[src/rtl/mem_port_ctrl_if.sv]
// Request/response handshake bundle between the core and mem_port_ctrl.
// master = core side (drives requests), slave = controller side.
interface mem_port_ctrl_if #(
    parameter int ADDR_W = 32
);
    logic              req_valid;
    logic              req_ready;
    logic              req_we;
    logic [1:0]        req_size;
    logic              req_unsigned;
    logic [ADDR_W-1:0] req_addr;
    logic [31:0]       req_wdata;
    logic              resp_valid;
    logic              resp_err;
    logic [31:0]       resp_rdata;

    modport master (
        output req_valid, req_we, req_size, req_unsigned,
        output req_addr, req_wdata,
        input  req_ready, resp_valid, resp_err, resp_rdata
    );

    modport slave (
        input  req_valid, req_we, req_size, req_unsigned,
        input  req_addr, req_wdata,
        output req_ready, resp_valid, resp_err, resp_rdata
    );
endinterface

[src/rtl/mem_port_ctrl.sv]
// Memory port controller: core valid/ready requests to a single-port BRAM.
// Ports: clk, rstn (sync, active low); bus (mem_port_ctrl_if.slave: req_*,
// resp_*); bram_en/we/addr/din/dout BRAM side; stat_rd/wr/err counters.
// Optional: define MEM_PORT_STATS_EN to implement the statistics counters.
module mem_port_ctrl #(
    parameter int ADDR_W       = 32,
    parameter int BRAM_ADDR_W  = 20,
    parameter int MEM_WORDS    = 1048576,
    parameter int READ_LATENCY = 1
) (
    input  logic                   clk,
    input  logic                   rstn,
    mem_port_ctrl_if.slave         bus,
    output logic                   bram_en,
    output logic [3:0]             bram_we,
    output logic [BRAM_ADDR_W-1:0] bram_addr,
    output logic [31:0]            bram_din,
    input  logic [31:0]            bram_dout,
    output logic [31:0]            stat_rd,
    output logic [31:0]            stat_wr,
    output logic [31:0]            stat_err
);

    typedef enum logic [2:0] {
        IDLE,
        ERR,
        WRITE,
        READ,
        RWAIT
    } state_t;

    localparam logic [63:0] LIMIT = 64'(MEM_WORDS) * 64'd4;
    localparam logic [2:0]  LAT   = 3'(READ_LATENCY);

    state_t state, state_nxt;

    logic                   ready_q;
    logic                   accept;
    logic                   bad;
    logic                   oor;
    logic [3:0]             mask;
    logic [31:0]            din;
    logic [3:0]             mask_q;
    logic [31:0]            din_q;
    logic [BRAM_ADDR_W-1:0] addr_q;
    logic [1:0]             lane_q;
    logic [1:0]             size_q;
    logic                   uns_q;
    logic [2:0]             cnt_q;
    logic                   rd_done;
    logic                   resp_q;
    logic [31:0]            rdata_q;
    logic [31:0]            ext;
    logic [7:0]             byte_sel;
    logic [15:0]            half_sel;

    // ready_q holds req_ready low through reset and for the reset cycle itself
    assign bus.req_ready  = ready_q & (state == IDLE);
    assign accept         = bus.req_valid & bus.req_ready;
    // read/write responses are registered and land while the FSM is already
    // back in IDLE, which allows back-to-back accepts
    assign bus.resp_valid = resp_q | (state == ERR);
    assign bus.resp_err   = (state == ERR);
    assign bus.resp_rdata = rdata_q;
    assign bram_addr      = addr_q;
    assign bram_din       = din_q;
    assign rd_done        = (state == RWAIT) && (cnt_q == LAT);
    assign oor            = 64'(bus.req_addr) >= LIMIT;

    always_comb begin
        bad  = oor;
        mask = 4'b0000;
        din  = bus.req_wdata;
        unique case (bus.req_size)
            2'b00: begin
                mask = 4'b0001 << bus.req_addr[1:0];
                din  = {4{bus.req_wdata[7:0]}};
            end
            2'b01: begin
                bad  = oor | bus.req_addr[0];
                mask = 4'b0011 << bus.req_addr[1:0];
                din  = {2{bus.req_wdata[15:0]}};
            end
            2'b10: begin
                bad  = oor | (bus.req_addr[1:0] != 2'b00);
                mask = 4'b1111;
            end
            default: bad = 1'b1;
        endcase
    end

    always_comb begin
        state_nxt = state;
        bram_en   = 1'b0;
        bram_we   = 4'b0000;
        unique case (state)
            IDLE: begin
                if (accept) begin
                    if (bad)             state_nxt = ERR;
                    else if (bus.req_we) state_nxt = WRITE;
                    else                 state_nxt = READ;
                end
            end
            ERR: state_nxt = IDLE;
            WRITE: begin
                bram_en   = 1'b1;
                bram_we   = mask_q;
                state_nxt = IDLE;
            end
            READ: begin
                bram_en   = 1'b1;
                state_nxt = RWAIT;
            end
            RWAIT: begin
                if (rd_done) state_nxt = IDLE;
            end
            default: state_nxt = IDLE;
        endcase
    end

    always_ff @(posedge clk) begin
        if (!rstn) state <= IDLE;
        else       state <= state_nxt;
    end

    always_comb begin
        byte_sel = bram_dout[7:0];
        unique case (lane_q)
            2'd0: byte_sel = bram_dout[7:0];
            2'd1: byte_sel = bram_dout[15:8];
            2'd2: byte_sel = bram_dout[23:16];
            2'd3: byte_sel = bram_dout[31:24];
            default: byte_sel = bram_dout[7:0];
        endcase
        half_sel = lane_q[1] ? bram_dout[31:16] : bram_dout[15:0];
        ext      = bram_dout;
        unique case (size_q)
            2'b00: ext = uns_q ? {24'd0, byte_sel}
                               : {{24{byte_sel[7]}}, byte_sel};
            2'b01: ext = uns_q ? {16'd0, half_sel}
                               : {{16{half_sel[15]}}, half_sel};
            default: ext = bram_dout;
        endcase
    end

    always_ff @(posedge clk) begin
        if (!rstn) begin
            ready_q <= 1'b0;
            mask_q  <= '0;
            din_q   <= '0;
            addr_q  <= '0;
            lane_q  <= '0;
            size_q  <= '0;
            uns_q   <= 1'b0;
            cnt_q   <= '0;
            resp_q  <= 1'b0;
            rdata_q <= '0;
        end else begin
            ready_q <= 1'b1;
            resp_q  <= 1'b0;
            rdata_q <= '0;
            if (accept) begin
                mask_q <= mask;
                din_q  <= din;
                addr_q <= bus.req_addr[BRAM_ADDR_W+1:2];
                lane_q <= bus.req_addr[1:0];
                size_q <= bus.req_size;
                uns_q  <= bus.req_unsigned;
            end
            // cnt_q counts BRAM edges since the read strobe was sampled
            if (state == READ)       cnt_q <= 3'd1;
            else if (state == RWAIT) cnt_q <= cnt_q + 3'd1;
            if (state == WRITE) resp_q <= 1'b1;
            if (rd_done) begin
                resp_q  <= 1'b1;
                rdata_q <= ext;
            end
        end
    end

`ifdef MEM_PORT_STATS_EN
    logic [31:0] rd_q, wr_q, err_q;

    always_ff @(posedge clk) begin
        if (!rstn) begin
            rd_q  <= '0;
            wr_q  <= '0;
            err_q <= '0;
        end else begin
            if (rd_done && rd_q != '1)               rd_q  <= rd_q + 32'd1;
            if (state == WRITE && wr_q != '1)        wr_q  <= wr_q + 32'd1;
            if (state == ERR && err_q != '1)         err_q <= err_q + 32'd1;
        end
    end

    assign stat_rd  = rd_q;
    assign stat_wr  = wr_q;
    assign stat_err = err_q;
`else
    assign stat_rd  = '0;
    assign stat_wr  = '0;
    assign stat_err = '0;
`endif

endmodule

[src/flat_wrapper.sv]
// flat-port wrapper written by rule: the top's interface ports become plain ports
module mem_port_ctrl_flat 
#(
    parameter int ADDR_W       = 32,
    parameter int BRAM_ADDR_W  = 20,
    parameter int MEM_WORDS    = 1048576,
    parameter int READ_LATENCY = 1
)
  (clk, rstn, bram_en, bram_we, bram_addr, bram_din, bram_dout, stat_rd, stat_wr, stat_err, bus_req_valid, bus_req_we, bus_req_size, bus_req_unsigned, bus_req_addr, bus_req_wdata, bus_req_ready, bus_resp_valid, bus_resp_err, bus_resp_rdata);
  mem_port_ctrl_if #(.ADDR_W(ADDR_W)) bus_i ();
  input  logic clk;
  input  logic rstn;
  output logic bram_en;
  output logic [3:0] bram_we;
  output logic [BRAM_ADDR_W-1:0] bram_addr;
  output logic [31:0] bram_din;
  input  logic [31:0] bram_dout;
  output logic [31:0] stat_rd;
  output logic [31:0] stat_wr;
  output logic [31:0] stat_err;
  input wire logic [$bits(bus_i.req_valid)-1:0] bus_req_valid;
  input wire logic [$bits(bus_i.req_we)-1:0] bus_req_we;
  input wire logic [$bits(bus_i.req_size)-1:0] bus_req_size;
  input wire logic [$bits(bus_i.req_unsigned)-1:0] bus_req_unsigned;
  input wire logic [$bits(bus_i.req_addr)-1:0] bus_req_addr;
  input wire logic [$bits(bus_i.req_wdata)-1:0] bus_req_wdata;
  output wire logic [$bits(bus_i.req_ready)-1:0] bus_req_ready;
  output wire logic [$bits(bus_i.resp_valid)-1:0] bus_resp_valid;
  output wire logic [$bits(bus_i.resp_err)-1:0] bus_resp_err;
  output wire logic [$bits(bus_i.resp_rdata)-1:0] bus_resp_rdata;
  assign bus_i.req_valid = bus_req_valid;
  assign bus_i.req_we = bus_req_we;
  assign bus_i.req_size = bus_req_size;
  assign bus_i.req_unsigned = bus_req_unsigned;
  assign bus_i.req_addr = bus_req_addr;
  assign bus_i.req_wdata = bus_req_wdata;
  assign bus_req_ready = bus_i.req_ready;
  assign bus_resp_valid = bus_i.resp_valid;
  assign bus_resp_err = bus_i.resp_err;
  assign bus_resp_rdata = bus_i.resp_rdata;
  mem_port_ctrl #(.ADDR_W(ADDR_W), .BRAM_ADDR_W(BRAM_ADDR_W), .MEM_WORDS(MEM_WORDS), .READ_LATENCY(READ_LATENCY)) u_core (.clk(clk), .rstn(rstn), .bus(bus_i), .bram_en(bram_en), .bram_we(bram_we), .bram_addr(bram_addr), .bram_din(bram_din), .bram_dout(bram_dout), .stat_rd(stat_rd), .stat_wr(stat_wr), .stat_err(stat_err));
endmodule
[config.mk]
export PLATFORM = sky130hd
export DESIGN_NAME = mem_port_ctrl_flat
export DESIGN_NICKNAME = d
export VERILOG_FILES = /design/src/rtl/mem_port_ctrl_if.sv /design/src/rtl/mem_port_ctrl.sv /design/src/flat_wrapper.sv
export SDC_FILE = /design/constraint.sdc
export NUM_CORES = 1
export LEC_CHECK = 0
export CAP_MARGIN = 20
export CORE_MARGIN = 3
export CORE_UTILIZATION = 42
export DETAILED_ROUTE_END_ITERATION = 8
export GPL_ROUTABILITY_DRIVEN = 0
export GPL_TIMING_DRIVEN = 1
export PLACE_DENSITY = 0.87
export SLEW_MARGIN = 20
export SYNTH_ARGS = -nofsm -noshare
export SYNTH_HDL_FRONTEND = slang
export SYNTH_SLANG_ARGS = --single-unit
export TNS_END_PERCENT = 20
[constraint.sdc]
create_clock -name clk -period 2.8 [get_ports clk]
set_clock_uncertainty 0.05 [all_clocks]
set_input_delay 0.56 -clock clk [delete_from_list [all_inputs] [get_ports clk]]
set_output_delay 0.56 -clock clk [all_outputs]
set_load 0.03 [all_outputs]
== Yosys cells after proc, flatten, opt, wreduce, memory -nomap -nowiden ==
Cells that the tools add are included.
Storage, ports and cells
  register bits after elaboration: 101
  input bits: 103
  output and inout port bits: 188
  logic and storage cells: 66
Cells by class
  add/subtract/negate cells: 1
  order comparisons: 1
  equality and inequality tests: 13
  shifts and indexed selects: 2
  multiplexer cells: 20
  bitwise gates (word level): 6
  reductions and logical operators: 11
Operator list (count)
  32-bit one-hot mux with 2 select lines: 2
  32-bit two-way mux: 2
  32-bit by 23-bit greater-or-equal comparator with 1-bit output (second input constant): 1
  8-bit one-hot mux with 4 select lines: 1
  16-bit two-way mux: 1
  4-bit one-hot mux with 3 select lines: 1
  3-bit two-way mux: 3
  3-bit one-hot mux with 3 select lines: 1
  1-bit two-way mux: 7
  2-bit by 1-bit == test with 1-bit output (second input constant): 3
  2-bit == test (second input constant): 3
  3-bit by 1-bit == test with 1-bit output (second input constant): 2
  3-bit by 2-bit == test with 1-bit output (second input constant): 2
  2-bit zero test: 3
  4-bit two-way mux: 1
  2-bit by 1-bit != test with 1-bit output (second input constant): 2
  2-bit AND reduction: 2
  2-bit nonzero test: 2
  2-bit OR reduction: 2
  1-bit by 2-bit << shifter with 4-bit output (first input constant): 1
  2-bit by 2-bit << shifter with 4-bit output (first input constant): 1
  3-bit by 1-bit adder with 3-bit output (second input constant): 1
  3-bit == test (second input constant): 1
  3-bit zero test: 1
  5 further kinds: 8

== Depth between registers and ports, before layout ==
  depth after elaboration: 6
  depth in mapped cells: 8
  gate-level depth less buffers: 6

== Worst setup path before layout ==
Ideal clock, no wire load.
  path type: reg-to-output
  start point: reg u_core.state[0]
  end point: out bus_resp_valid
  arrival time: 1.604 ns
  required time: 2.190 ns
  path slack: 0.586 ns
  stages on the path, launching flop included: 3
  path buffers: 0
  cells stage by stage: dfxtp_1 nor3b_1 or2_2
On the way
  cells in the longest elaborated chain, start to end: 2
Ends and longest elaborated chain
  start, declared: RTL line mem_port_ctrl.sv:35  | state_t state, state_nxt;
  start signal, assigned: RTL line mem_port_ctrl.sv:123  | else state <= state_nxt;
  3-bit by 1-bit == test with 1-bit output
  via bus_resp_err: RTL line flat_wrapper.sv:29  | output wire logic [$bits(bus_i.resp_err)-1:0] bus_resp_err;
  1-bit bitwise OR: RTL line mem_port_ctrl.sv:62  | assign bus.resp_valid = resp_q | (state == ERR);
  end, declared: RTL line flat_wrapper.sv:28  | output wire logic [$bits(bus_i.resp_valid)-1:0] bus_resp_valid;
The timed path passes the listed nets, and every way through them passes these cells.

== Worst setup path after layout ==
  start point: reg u_core.state[1]
  end point: out bram_we[3]
On the way
  cells in the longest elaborated chain, start to end: 2
Ends and longest elaborated chain
  3-bit by 2-bit == test with 1-bit output: RTL line mem_port_ctrl.sv:96  | unique case (state)
  4-bit two-way mux: RTL line mem_port_ctrl.sv:96
  end, declared: RTL line flat_wrapper.sv:14  | output logic [3:0] bram_we;
Every way passes these cells.

==> flow_summary.ini <==
[status]
status = completed

[setup_path]
cp_cell_sequence = nand2b_1 -> nor2_2 -> and2_1 -> clkdlybuf4s50_1
path_buf_inv = 1
slowest_delay_ps = 670
critPathMaxFanout = 5
path_delay_family = buffers and inverters
crit_type = reg -> out
crit_path_end_kind = output pin
r2r_cells = 4
critical_path_arrival_ps = 2040
worstReg2RegStart = u_core.state[0]$_SDFFE_PN0P_
reg2reg_to = u_core.bram_din[28]$_SDFFE_PN0P_
required_ps = 2190
rrSetupSlack_ps = 860
startpoint_type = register
cpMaxStageDelayCell = clkdlybuf4s50_1

[min_path]
min_path_cells = 2
min_from = u_core.bram_addr[8]$_SDFFE_PN0P_
min_path_type = reg -> reg
hold_end = u_core.bram_addr[8]$_SDFFE_PN0P_

[global_routing]
grt_pass1_vias = 4428
grtUsageTotal_pct = 20.49
gr-total-overflow = 0
grt_max_degree = 48
antenna_found_initial = 0
grt_pass1_wl_mm = 22.25

[final_layout]
multi_input_area_um2 = 2579
finalInstanceArea_um2 = 7158
insertedDiodeCount = 0
drive_gt1_share_pct = 5.416
synthToLayoutAreaGrowth_pct = 38.19
nNetsFinal = 898
stdcell_count = 937
fill_cells = 994
regArea_um2 = 2022

[sta]
period_needed_ps = 2647
hold_viol_final = 0
slew_violations = 0
setup_viol = 0
setup_slack_ps = 152.8
holdWs_ps = 401.3
rsz0062_at_grt = yes
maxSlewHeadroom_pct = 49.85
fin_crit_sh_pct = 94.54
worst_slew_pin_slew_ps = 750.7
max_freq_ghz = 0.3778

[synthesis]
seq_area_frac_synth_pct = 39.03
yosys.cell_count.top_type = nand2_1
avgSynthCellArea_um2 = 8.436
synth_top_area_cell = dfxtp_1
synth_cell_types = 49
postSynth.asyncResetShare_pct = 0
synth_flop_cell = dfxtp_1
synthCells = 614
ys_ff_latch = 101
synth_edf_count = 0
synthTopCellsByCount = 113 x nand2_1, 103 x buf_4, 101 x dfxtp_1
syn_area_um2 = 5180
ys_warn_count = 0
yosys.area.top_type_share_pct = 39.03
netlist_top_cells_area = dfxtp_1 39%, buf_4 15%, nand2_1 8.2%, a21boi_1 4.8%, a21oi_1 4.0%

[die]
die-area_um2 = 13700
io_pins = 291
initial_core_util_pct = 44.23
die_h_um = 117.1
die_w_um = 117.1
std_cell_rows = 39
core_area_um2 = 11710

[clocking]
clk_path_buf_depth = 2
cts-buffers-inserted = 9
cts.sink_count = 101
h-tree-depth = 3
cts_resized = 0
clk_latency_ps = 340
postCtsHoldBufs = 0
root_buffer = clkbuf_16
cts_tree = built
postCtsSetupBuffers = 0
path_clk_slew_ps = 70

[route]
vias = 4689
remaining_drc_errors = 0
drt_iter0_drc = 329
drt_wl_total_mm = 14.81
drtAntennaViolNets = 0
via_per_inst = 5.004
dr.pass1.iters = 5
avgRoutedWirePerCell_um = 15.80

[place]
dp_hpwl_mm = 10.95
placed_cell_area_um2 = 6843
dpl_worst_slack_ps = 122.3
place_inst = 921
portBuffers = 194

[job]
cap_violations = 0

[power]
power_mw = 3.648
p_per_area_nw_per_um2 = 509.6
vdd_drop_max_mv = 0.5222
p_leak_nw = 2.893
[state kept, by name, indices dropped and copies added (netlist names)]
| register | count |
|---|---|
| u_core.mask_q | 4 |
| u_core.state | 3 |
| u_core.bus.resp_rdata | 32 |
| u_core.cnt_q | 3 |
| u_core.resp_q | 1 |
| u_core.size_q | 2 |
| u_core.ready_q | 1 |
| u_core.bram_din | 32 |
| u_core.lane_q | 2 |
| u_core.bram_addr | 20 |
| u_core.uns_q | 1 |
[cell families (layout without fill, tap and decap cells)]
family,count (synthesis),after routing,share of synthesized area [%]
other,1,96,0.07239
flip-flops,101,101,39.03
AND/OR/NAND/NOR,176,176,15.65
multiplexers,12,12,3.768
adder cells (fa/ha/maj),6,6,1.449
AO/OA/AOI/OAI,172,172,21.81
buffers and inverters,146,231,18.21
[worst min-delay path, delay by kind of cell (launching register included)]
kind | cells | cell delay, ps
DFF | 1 | 310
and+or+nand+nor | 1 | 50
AOI/OAI and AO/OA | 1 | 50
[power breakdown]
part	internal [mW]	switching [mW]
Clock	0.706	0.584
Sequential	1.49	0.0386
Combinational	0.319	0.509
Total	2.52	1.13
[cell type report]
cell class | count | share of cell area (%)
Multi-Input combinational cell | 462 | 36.03
Timing Repair Buffer | 205 | 28.42
Inverter | 10 | 0.5244
Clock inverter | 7 | 1.136
Tap cell | 143 | 2.500
Sequential cell | 101 | 28.25
Clock buffer | 9 | 3.146
[how the worst max path moves through the flow]
| stage | startpoint | to | slack [ps] | cells after the start |
|---|---|---|---|---|
| 3_3_place_gp | bus_req_size[1] | u_core.bram_din[19]$_SDFFE_PN0P_ | 230 | 8 |
| 4_1_cts | u_core.state[1]$_SDFFE_PN0P_ | bram_we[2] | 40 | 4 |
| 6_report | u_core.state[1]$_SDFFE_PN0P_ | bram_we[3] | 150 | 4 |
| 3_5_place_dp | bram_dout[15] | u_core.bus.resp_rdata[21]$_SDFF_PN0_ | 120 | 5 |
| 2_1_floorplan | u_core.state[0]$_SDFFE_PN0P_ | bus_resp_valid | 590 | 2 |
| 5_1_grt | u_core.state[0]$_SDFFE_PN0P_ | bus_resp_valid | -3 | 3 |
[per-layer routing]
layer  track usage (%)  up-vias  share of wire, %  routed length, µm
met1             24.51     2183                39               5755
met2             33.98      220                49               7305
met3             7.301       23               9.6               1426
met5                 0        -                 0                  0
li1                  -     2263                 -                  -
met4             7.492        0               2.2                321
[layout by cell type, fill, tap and decap left out, drive strengths merged, types with 3 or more instances in the layout]
cell / count
mux2i: 6
nand2b: 17
clkinvlp: 3
nand2: 114
ha: 6
inv: 13
buf: 12
mux4: 6
a21o: 5
o21ai: 32
o211a: 9
nor2: 11
a22o: 3
nor2b: 3
dfxtp: 101
a22oi: 8
a21boi: 36
o22ai: 11
conb: 96
and2: 5
a31oi: 8
a21oi: 41
clkdlybuf4s50: 192
clkbuf: 9
nand3: 11
a221oi: 10
[metrics by stage]
stage               setup TNS (ps)  util, %
global placement                 0    58.43
CTS                              0    61.05
floorplan                        0        -
global route                -3.268    61.12
detailed placement               0    58.43
finish                           0    61.12
Power figures use the tool's default switching activity.
